$ cat src/rtl/cpu_pkg.sv
// Shared CPU definitions: opcodes, ALU function codes, control FSM states
// and the decoded-instruction record passed from ctrl_decode to the FSM.
package cpu_pkg;

  localparam logic [3:0] OPC_NOP = 4'b0000;
  localparam logic [3:0] OPC_ADD = 4'b0001;
  localparam logic [3:0] OPC_SUB = 4'b0010;
  localparam logic [3:0] OPC_AND = 4'b0011;
  localparam logic [3:0] OPC_OR  = 4'b0100;
  localparam logic [3:0] OPC_XOR = 4'b0101;
  localparam logic [3:0] OPC_JMP = 4'b1000;
  localparam logic [3:0] OPC_BZ  = 4'b1001;
  localparam logic [3:0] OPC_LDI = 4'b1100;
  localparam logic [3:0] OPC_HLT = 4'b1111;

  localparam logic [2:0] ALU_ADD = 3'b000;
  localparam logic [2:0] ALU_SUB = 3'b001;
  localparam logic [2:0] ALU_AND = 3'b010;
  localparam logic [2:0] ALU_OR  = 3'b011;
  localparam logic [2:0] ALU_XOR = 3'b100;

  typedef enum logic [2:0] {
    ST_IDLE   = 3'd0,
    ST_FETCH  = 3'd1,
    ST_DECODE = 3'd2,
    ST_EXEC   = 3'd3,
    ST_WB     = 3'd4,
    ST_HALT   = 3'd5
  } state_t;

  typedef struct packed {
    logic       is_alu;
    logic       is_ldi;
    logic       is_jmp;
    logic       is_bz;
    logic       is_hlt;
    logic       is_illegal;
    logic [2:0] alu_op;
  } dec_t;

endpackage

$ cat src/rtl/ctrl_decode.sv
// Combinational opcode classifier; LDI and non-ALU opcodes report alu_op ADD.
module ctrl_decode
  import cpu_pkg::*;
(
  input  logic [3:0] opcode,
  output dec_t       dec
);

  always_comb begin
    dec = '0;
    dec.alu_op = ALU_ADD;
    case (opcode)
      OPC_NOP: ;
      OPC_ADD: begin dec.is_alu = 1'b1; dec.alu_op = ALU_ADD; end
      OPC_SUB: begin dec.is_alu = 1'b1; dec.alu_op = ALU_SUB; end
      OPC_AND: begin dec.is_alu = 1'b1; dec.alu_op = ALU_AND; end
      OPC_OR:  begin dec.is_alu = 1'b1; dec.alu_op = ALU_OR;  end
      OPC_XOR: begin dec.is_alu = 1'b1; dec.alu_op = ALU_XOR; end
      OPC_JMP: dec.is_jmp = 1'b1;
      OPC_BZ:  dec.is_bz  = 1'b1;
      OPC_LDI: dec.is_ldi = 1'b1;
      OPC_HLT: dec.is_hlt = 1'b1;
      default: dec.is_illegal = 1'b1;
    endcase
  end

endmodule

$ cat src/rtl/multicycle_ctrl.sv
// Multicycle CPU control FSM: FETCH/DECODE/EXEC/WB sequencing with hold
// freeze; every output is decoded from the state register plus the IR.
module multicycle_ctrl
  import cpu_pkg::*;
#(
  parameter int DATA_W = 8,
  parameter int ADDR_W = 8,
  parameter int INST_W = 16
) (
  input  logic              clk,
  input  logic              rst,
  input  logic              hold,
  input  logic [INST_W-1:0] inst,
  input  logic [DATA_W-1:0] regA,
  output logic              pc_ld,
  output logic              ir_ld,
  output logic              mem_en,
  output logic              mem_wrt,
  output logic              pc_branch,
  output logic              flush,
  output logic [3:0]        reg_out,
  output logic [ADDR_W-1:0] branch_addr,
  output logic [2:0]        alu_op,
  output logic              halted,
  output logic              illegal
);

  state_t state_reg, state_next;
  dec_t   dec;

  logic pc_ld_raw, ir_ld_raw, mem_wrt_raw, pc_branch_raw, flush_raw, illegal_raw;

  // The low nibble is an operand for the datapath only.
  logic unused_inst_bits;
  assign unused_inst_bits = ^inst[3:0];

  ctrl_decode u_decode (
    .opcode (inst[15:12]),
    .dec    (dec)
  );

  always_ff @(posedge clk or negedge rst) begin
    if (!rst) state_reg <= ST_IDLE;
    else      state_reg <= state_next;
  end

  always_comb begin
    state_next    = state_reg;
    pc_ld_raw     = 1'b0;
    ir_ld_raw     = 1'b0;
    mem_wrt_raw   = 1'b0;
    pc_branch_raw = 1'b0;
    flush_raw     = 1'b0;
    illegal_raw   = 1'b0;
    mem_en        = 1'b0;
    reg_out       = '0;
    branch_addr   = '0;
    alu_op        = ALU_ADD;
    halted        = 1'b0;

    case (state_reg)
      ST_IDLE: state_next = ST_FETCH;
      ST_FETCH: begin
        ir_ld_raw  = 1'b1;
        pc_ld_raw  = 1'b1;
        state_next = ST_DECODE;
      end
      ST_DECODE: begin
        illegal_raw = dec.is_illegal;
        if (dec.is_hlt)
          state_next = ST_HALT;
        else if (dec.is_alu || dec.is_ldi || dec.is_jmp || dec.is_bz)
          state_next = ST_EXEC;
        else
          state_next = ST_FETCH;
      end
      ST_EXEC: begin
        alu_op = dec.alu_op;
        if (dec.is_jmp || dec.is_bz)
          branch_addr = inst[4 +: ADDR_W];
        if (dec.is_jmp || (dec.is_bz && regA == '0)) begin
          pc_branch_raw = 1'b1;
          pc_ld_raw     = 1'b1;
          flush_raw     = 1'b1;
        end
        state_next = (dec.is_alu || dec.is_ldi) ? ST_WB : ST_FETCH;
      end
      ST_WB: begin
        mem_en      = 1'b1;
        mem_wrt_raw = 1'b1;
        reg_out     = inst[11:8];
        alu_op      = dec.alu_op;
        state_next  = ST_FETCH;
      end
      ST_HALT: halted = 1'b1;
      default: state_next = ST_IDLE;
    endcase

    // Freezing the state while masking strobes means each strobe fires once,
    // on the first unheld cycle of its state.
    if (hold) state_next = state_reg;
  end

  assign pc_ld     = pc_ld_raw     & ~hold;
  assign ir_ld     = ir_ld_raw     & ~hold;
  assign mem_wrt   = mem_wrt_raw   & ~hold;
  assign pc_branch = pc_branch_raw & ~hold;
  assign flush     = flush_raw     & ~hold;
  assign illegal   = illegal_raw   & ~hold;

endmodule

$ cat config.mk
export PLATFORM = sky130hd
export DESIGN_NAME = multicycle_ctrl
export DESIGN_NICKNAME = d
export VERILOG_FILES = /design/src/rtl/cpu_pkg.sv /design/src/rtl/ctrl_decode.sv /design/src/rtl/multicycle_ctrl.sv
export SDC_FILE = /design/constraint.sdc
export NUM_CORES = 1
export LEC_CHECK = 0
export ABC_CLOCK_PERIOD_IN_PS = 2100
export BUFFER_PORTS_ARGS = -buffer_cell sky130_fd_sc_hd__clkbuf_2
export CAP_MARGIN = 20
export CORE_MARGIN = 3
export CORE_UTILIZATION = 38
export CTS_CLUSTER_SIZE = 30
export DETAILED_ROUTE_END_ITERATION = 8
export PLACE_DENSITY = 0.83
export SLEW_MARGIN = 10
export SYNTH_ARGS = -nofsm -noshare
export SYNTH_HDL_FRONTEND = slang
export SYNTH_SLANG_ARGS = --single-unit
$ cat constraint.sdc
create_clock -name clk -period 2.1 [get_ports clk]
set_input_delay 0.21 -clock clk [delete_from_list [all_inputs] [get_ports clk]]
set_output_delay 0.21 -clock clk [all_outputs]
set_load 0.02 [all_outputs]
Yosys cells after proc, flatten, opt, wreduce, memory -nomap -nowiden:

Cells that the tools add are included.

* bitwise operators: 7
* reductions and logical operators: 14
* eq/ne operators: 14
* mux-type cells: 22

Operators by type and width (number)
* equality test 4 bit (second input constant): 4
* 2-to-1 mux 8 bit: 2
* case mux 3 bit (5 select lines): 1
* 2-to-1 mux 1 bit: 12
* case mux 3 bit (4 select lines): 1
* OR reduction 10 bit: 1
* 2-to-1 mux 3 bit: 3
* equality test 4 x 2 -> 1 bit (second input constant): 2
* equality test 4 x 3 -> 1 bit (second input constant): 2
* zero test 8 bit: 1
* equality test 3 x 2 -> 1 bit (second input constant): 2
* equality test 3 bit (second input constant): 2
* AND 1 bit: 5
* logical OR 1 bit: 5
* OR reduction 5 bit: 1
* equality test 4 x 1 -> 1 bit (second input constant): 1
* zero test 4 bit: 1
* 2-to-1 mux 4 bit: 1
* OR reduction 2 bit: 2
* equality test 3 x 1 -> 1 bit (second input constant): 1
* zero test 3 bit: 1
* 2-to-1 mux 2 bit: 1
* NOT 1 bit: 2
* case mux 1 bit (2 select lines): 1
* other kinds (2): 2

* input bits: 27
* word-level logic and storage cells: 58
* output and inout bits: 23
* flip-flop bits (word level): 3

Longest topological paths before layout:

Gate-level depths: netlist of the first run.

* word-level depth: 9
* mapped depth: 6
* mapped depth without buffers: 4

By module:

From an unflattened synthesis of the first run, not the netlist that was laid out.

* cells, all modules: 74
* area, all modules: 535.5 sq um

By module, submodules not included
* multicycle_ctrl: cells each 51, area each 376.6 sq um, instances 1, sequential area each 75.1 sq um
* ctrl_decode: cells each 23, area each 158.9 sq um, instances 1, sequential area each 0.0 sq um

Worst setup path after synthesis of the first run:

No wires, ideal clock.

* path kind: in2out
* start: input inst[14]
* end: output pc_branch
* arrival: 1.499 ns
* slack: 0.391 ns
* stages: 6
* path buffers: 2
* data required time: 1.890 ns
* path through: buf_2 -> nand2b_1 -> nor4_4 -> nand2b_1 -> nor2_1 -> buf_4

* word-level cells in the longest chain between the ends: 7
* elaborated cells between the ends (all ways): 9
* those cells by class: 2 x eq/ne; 4 x mux; 1 x bitwise; 2 x reduce/logical

RTL lines
* start: declaration: RTL line multicycle_ctrl.sv:13 `input logic [INST_W-1:0] inst,`
* equality test 4 bit: RTL line ctrl_decode.sv:12 `case (opcode)`
* 2-to-1 mux 1 bit: RTL line ctrl_decode.sv:12
* logical AND 1 bit: RTL line multicycle_ctrl.sv:81 `if (dec.is_jmp || (dec.is_bz && regA == '0)) begin`
* logical OR 1 bit (*): RTL line multicycle_ctrl.sv:81
* 2-to-1 mux 1 bit (*) (2 in series)
* AND 1 bit (*)
* end: declaration: RTL line multicycle_ctrl.sv:19 `output logic pc_branch,`

Every way passes the cells marked *; elsewhere a longest branch is shown, timed or not.

Worst setup path after layout of the first run:

* start: register state_reg[1]
* end: output flush

* word-level cells in the longest chain between the ends: 3

RTL lines
* start: declaration: RTL line multicycle_ctrl.sv:28 `state_t state_reg, state_next;`
* start signal: assignment: RTL line multicycle_ctrl.sv:44 `else state_reg <= state_next;`
* equality test 3 x 2 -> 1 bit: RTL line multicycle_ctrl.sv:61 `case (state_reg)`
* 2-to-1 mux 1 bit: RTL line multicycle_ctrl.sv:61
* AND 1 bit: RTL line multicycle_ctrl.sv:108 `assign flush = flush_raw & ~hold;`
* end: declaration: RTL line multicycle_ctrl.sv:20 `output logic flush,`

No other way between the ends.

==> results of run 1 <==
==> timing repair <==
item                                   CTS  global route
buffers inserted                         0             1
hold buffers                             1             0
endpoints found under the hold margin    3             0
setup endpoints to repair                0             3
gates resized for setup                  0             1
==> cells by family after synthesis <==
logic type                Yosys count  synth area share [%]
and+or+nand+nor                    47                  56.9
muxes                               1                  1.90
buffers and inverters               8                  7.35
DFF                                 3                  14.2
AOI/OAI and AO/OA                  13                  18.0
xor gates and xnor gates            1                  1.66
==> placed cells by master, fill, tap and decap left out, types with 3 or more instances in the layout <==
cell,synthesis,routed
sky130_fd_sc_hd__nand2b_1,5,5
sky130_fd_sc_hd__clkbuf_4,0,3
sky130_fd_sc_hd__and2_1,10,10
sky130_fd_sc_hd__nand3_1,3,3
sky130_fd_sc_hd__nor4_1,3,3
sky130_fd_sc_hd__clkbuf_2,0,45
sky130_fd_sc_hd__nor2_1,5,5
sky130_fd_sc_hd__nand2_1,8,8
==> final timing paths <==
kind,from,end,slack (ns)
worst max-delay path,state_reg[1],flush,0.18
max in group asynchronous,rst,state_reg[0],1.68
worst min-delay path,rst,state_reg[1],0.30
worst max register to register,state_reg[2],state_reg[1],0.83
worst min register to register,state_reg[0],state_reg[0],0.68
min in group clk,hold,state_reg[1],0.36
==> worst max-delay path: cells and delay by family, from the launching register on <==
kind	cells	cell delay, ns
flip-flops	1	0.48
buffers and inverters	1	0.19
AND/OR/NAND/NOR	4	0.80
==> report_power, final <==
group | internal (uW) | leakage (uW) | total [uW] | switching [uW]
clock | 71.4 | 0.0000150 | 104 | 32.6
combinational | 152 | 0.000360 | 348 | 195
sequential | 89.0 | 0.0000365 | 166 | 77.3
total | 313 | 0.000412 | 618 | 305
==> cell type report <==
type	instances	area (sq um)	share of cell area, %
tap	14	17.5	2.24
timing repair buffer	47	243	31.1
sequential	3	76.3	9.78
multi-input combinational	62	414	53.0
inverter	1	3.75	0.481
clock buffer	4	26.3	3.37
==> stage by stage <==
stage,cells,util [%],hold WS [ns]
2_1_floorplan,73,-,-0.0856
5_1_grt,131,65.0,0.314
3_3_place_gp,125,61.3,0.00412
3_5_place_dp,125,61.3,0.0113
6_report,131,65.0,0.300
4_1_cts,130,64.3,0.298
==> layer usage <==
| layer | wire length (um) | GRT usage, % | up-vias |
|---|---|---|---|
| li1 | - | - | 344 |
| met1 | 615 | 18.5 | 294 |
| met2 | 848 | 27.7 | 15 |
| met3 | 58 | 1.27 | 3 |
| met4 | 21 | 5.42 | 0 |
| met5 | 0 | 0 | - |
==> flow_summary.yaml, run 1 <==
outcome:
  run_status: "finished clean"
floorplanning:
  floorplan.die.width_um: 43.3
  fp.dieArea_sq_um: 1870
  die_span_y_um: 43.3
  boundaryPins: 50
  core_area_sq_um: 1200
  initial_utilization_pct: 44.0
  std_cell_rows: 12
route:
  dr.pass1.iters: 4
  detailroute.via_count: 656
  routed_vias_inst: 5.01
  drt-initial-drc-count: 9
  drt_wl_total_um: 1540
  post_drt_antenna_nets: 0
  drt_drc_violations_left: 0
  detail_route.wl_per_cell_um: 11.8
logic_synthesis:
  synthesis.area_sq_um: 528
  synth.net_count: 100
  ys_seq_area_share_pct: 14.2
  yosys_warnings: 0
  synth_area_leaders: "sky130_fd_sc_hd__dfrtp_1 14%, sky130_fd_sc_hd__and2_1 12%, sky130_fd_sc_hd__nand2b_1 5.9%, sky130_fd_sc_hd__nand2_1 5.7%, sky130_fd_sc_hd__nor4_4 4.0%"
  ys_types: 33
  synthesized_area_per_cell_sq_um: 7.23
  netlist_instances: 73
  ys_dominant_reg_cell: "sky130_fd_sc_hd__dfrtp_1"
  synth_enable_flop_cells: 0
  synth_commonest_cells: "10 x sky130_fd_sc_hd__and2_1, 8 x sky130_fd_sc_hd__nand2_1, 5 x sky130_fd_sc_hd__nand2b_1, 5 x sky130_fd_sc_hd__nor2_1, 4 x sky130_fd_sc_hd__buf_2"
  yosysMostFrequentCell: "sky130_fd_sc_hd__and2_1"
  yosys.area.top_type_share_pct: 14.2
  yosys_register_bits: 3
  synthDominantAreaCellType: "sky130_fd_sc_hd__dfrtp_1"
  fraction_of_synthesis_flops_using_an_asynchronous_set_or_reset_pin_pct: 100
setup_path:
  path_cells: "nand2_1 -> nor4_4 -> nand2b_1 -> nor2_1 -> clkbuf_2"
  critPathMaxStageDelay_ns: 0.48
  worstPathRequired_ns: 1.89
  timing.critical_path.arrival_ns: 1.71
  setup.worst_path.class: "flip-flop to output port"
  crit_path_max_fanout: 8
  timing.critical_path.from_type: "flip-flop"
  rr_worst_depth: 4
  critical_path.slowest_cell: "sky130_fd_sc_hd__dfrtp_1"
  critPathCaptureType: "output port"
place:
  postPlaceCellArea_sq_um: 736
  io_buffer_count: 45
  weighted_congestion_reported_at_the_end_of_routability_driven_placement: 0.692
  preCtsSetupSlack_ns: 0.397
  dp.final_hpwl_um: 1250
timing:
  rsz0062_at_grt: "false"
  final_hold_viol_count: 0
  setup-tns-final_ns: 0
  slew_violations: 0
  min_period_ns: 1.92
  worst_slew_margin_rel_pct: 75.7
  fin_worst_skew_ns: 0.000778
  worst_slack_ns: 0.183
  setup-violations-final: 0
  fmaxAchievable_mhz: 522
  post-route-period-util_pct: 91.3
  worst_slew_pin_slew_ns: 0.362
layout:
  max_ffs_per_register: 3
  antenna-diode-count: 0
  number_of_filler_instances_in_the_final_layout: 101
  layout.nets: 145
  postLayoutCellArea_sq_um: 781
  area_delta_synth_final_pct: 47.9
  final_layout_size_suffix_gt1_share_pct: 49.6
clock_network:
  clock_latency_ns: 0.24
  numClockSinks: 3
  clock_slew_seen_by_the_registers_of_the_worst_setup_and_hold_paths_ns: 0.04
  cts_htree_levels: 1
  cts_tree: "done"
  clock_tree.buffer_depth: 2
  root_buffer: "sky130_fd_sc_hd__clkbuf_4"
  cts_made_buffers: 3
grt:
  track_usage_pct: 15.4
  antenna_violations_before_repair: 0
  grt_max_degree: 13
  global_route_wire_length_before_repair_um: 2310
  grt_total_ovfl: 0
  grt_pass1_vias: 528
power:
  power-per-cell-area_nw_per_um2: 792
  ir_worst_vdd_mv: 0.310
  static-leakage-power_uw: 0.000412
  fin_total_pwr_uw: 618
run:
  max_cap_viol_count: 0
min_path:
  holdCritPathClass: "primary input to asynchronous set/reset pin"
No activity file was read; power rests on OpenSTA's default activity.
==> run 2, diff against run 1 <==
- ABC_CLOCK_PERIOD_IN_PS: 2100 -> 2400
- clock period: 2.1 -> 2.4 ns (I/O delays scaled with it)
==> flow_summary.yaml, run 2 (synthesized netlist as in run 1, its figures left out) <==
outcome:
  run_status: "finished clean"
grt:
  grt_max_degree: 13
  grt_total_ovfl: 0
  use_met2_pct: 27.1
  busiest_layer: "met2"
  global_route_wire_length_before_repair_um: 2220
  grt.met3_usage_pct: 1.27
  use_met1_pct: 17.7
  grt_pass1_vias: 525
  track_usage_pct: 14.7
  antenna_violations_before_repair: 0
route:
  drt_drc_violations_left: 0
  detailroute.via_count: 656
  dr.pass1.iters: 4
  post_drt_antenna_nets: 0
  drt-initial-drc-count: 9
  routed_vias_inst: 5.05
  drt_wl_total_um: 1450
  detail_route.wl_per_cell_um: 11.1
timing:
  worst_slack_ns: 0.436
  fmaxAchievable_mhz: 509
  slew_violations: 0
  worst_slew_pin_slew_ns: 0.389
  setup-tns-final_ns: 0
  fin_worst_skew_ns: 0.000205
  setup-violations-final: 0
  worst_slew_margin_rel_pct: 73.9
  post-route-period-util_pct: 81.8
  rsz0062_at_grt: "false"
  final_hold_viol_count: 0
  min_period_ns: 1.96
min_path:
  holdCritPathClass: "primary input to asynchronous set/reset pin"
clock_network:
  postCtsSetupBuffers: 0
  clock_tree.buffer_depth: 2
  root_buffer: "sky130_fd_sc_hd__clkbuf_4"
  cts_tree: "done"
  clock_slew_seen_by_the_registers_of_the_worst_setup_and_hold_paths_ns: 0.04
  cts_htree_levels: 1
  cts_repair_resize_count: 0
  clock_latency_ns: 0.23
  cts_made_buffers: 3
  numClockSinks: 3
layout:
  final_layout_size_suffix_gt1_share_pct: 48.3
  layout.nets: 144
  leading_cell_type_in_the_layout_fill_and_taps_excluded: "sky130_fd_sc_hd__clkbuf_2"
  multi_input_area_sq_um: 414
  number_of_filler_instances_in_the_final_layout: 107
  storage_cell_area_sq_um: 75.1
  final_cell_mix: "45 x sky130_fd_sc_hd__clkbuf_2, 10 x sky130_fd_sc_hd__and2_1, 8 x sky130_fd_sc_hd__nand2_1"
  max_ffs_per_register: 3
  area_delta_synth_final_pct: 46.2
  antenna-diode-count: 0
place:
  dp.final_hpwl_um: 1230
  weighted_congestion_reported_at_the_end_of_routability_driven_placement: 0.692
  preCtsSetupSlack_ns: 0.679
  io_buffer_count: 45
setup_path:
  worstPathRequired_ns: 2.16
  setup.worst_path.class: "flip-flop to output port"
  critPathCaptureType: "output port"
  timing.critical_path.arrival_ns: 1.72
  critical_path.startpoint: "state_reg[0]"
  regToRegStartpoint: "state_reg[2]"
  rr_worst_depth: 4
  worstReg2RegEnd: "state_reg[1]"
  timing.critical_path.from_type: "flip-flop"
  crit_path_max_fanout: 10
  r2r_slack_ns: 1.15
power:
  p_int_uw: 270
  netSwitchingPower_uw: 260
  clock_power_share_pct: 16.6
  switching_share_pct: 49.1
  power_frac_seq_pct: 27.2
  static-leakage-power_uw: 0.000407
  power_frac_comb_pct: 56.2
  power-per-cell-area_nw_per_um2: 687
  ir_worst_vdd_mv: 0.311
floorplanning:
  initial_utilization_pct: 44.0
  std_cell_rows: 12
  die_span_y_um: 43.3
  core_area_sq_um: 1200
  floorplan.die.width_um: 43.3
  boundaryPins: 50
  fp.dieArea_sq_um: 1870
run:
  max_cap_viol_count: 0
[run 2: cell count changes in the layout (fill, tap and decap cells not counted)]
cell	previous run	this run
sky130_fd_sc_hd__dfrtp_1	2	3
sky130_fd_sc_hd__buf_4	1	0
sky130_fd_sc_hd__dfrtp_2	1	0
[run 2: worst max-delay path by stage]
stage	end	cells after the start
after floorplan	pc_branch	6
after global placement	flush	5
after detailed placement	flush	5
after CTS	flush	5
after global routing	flush	5
final	flush	5
[run 2: what timing repair did]
item                                    4_1_cts  5_1_grt
hold endpoints to repair                      3        0
endpoints found under the setup margin        0        0
hold buffers                                  1        0
[run 2: layout make-up]
type | count | share of cell area (%)
Multi-Input combinational cell | 62 | 53.6
Timing Repair Buffer | 46 | 30.5
Sequential cell | 3 | 9.72
Clock buffer | 4 | 3.40
Tap cell | 14 | 2.27
Inverter | 1 | 0.486
[run 2: stage by stage]
| stage | power, uW | area [sq um] | hold WS (ns) | utilization, % | instances |
|---|---|---|---|---|---|
| 2_1_floorplan | 357 | 528 | -0.0556 | - | 73 |
| 3_3_place_gp | 432 | 736 | 0.0341 | 61.3 | 125 |
| 3_5_place_dp | 444 | 736 | 0.0413 | 61.3 | 125 |
| 4_1_cts | 536 | 772 | 0.334 | 64.3 | 130 |
| 5_1_grt | 570 | 772 | 0.348 | 64.3 | 130 |
| 6_report | 530 | 772 | 0.337 | 64.3 | 130 |
[run 2: power groups by stage]
stage	sequential, uW	clock, uW	combinational, uW
after CTS	143	89.4	304
after global routing	153	92.2	326
final	144	87.8	298
after floorplan	108	0	249
after detailed placement	145	0	299
after global placement	140	0	293
[run 2: routing by layer]
layer	wire [um]	part of all wire [%]	vias to the layer above
li1	-	-	341
met1	565	39	294
met2	804	56	21
met3	75	5.2	0
met4	0	0	0
met5	0	0	-
[run 2: critical path, stage by stage, from the launching register on]
cell and delay, ns:
sky130_fd_sc_hd__dfrtp_1 0.54, sky130_fd_sc_hd__nand2_1 0.17, sky130_fd_sc_hd__nor4_4 0.31, sky130_fd_sc_hd__nand2b_1 0.14, sky130_fd_sc_hd__nor2_1 0.14, sky130_fd_sc_hd__clkbuf_2 0.19
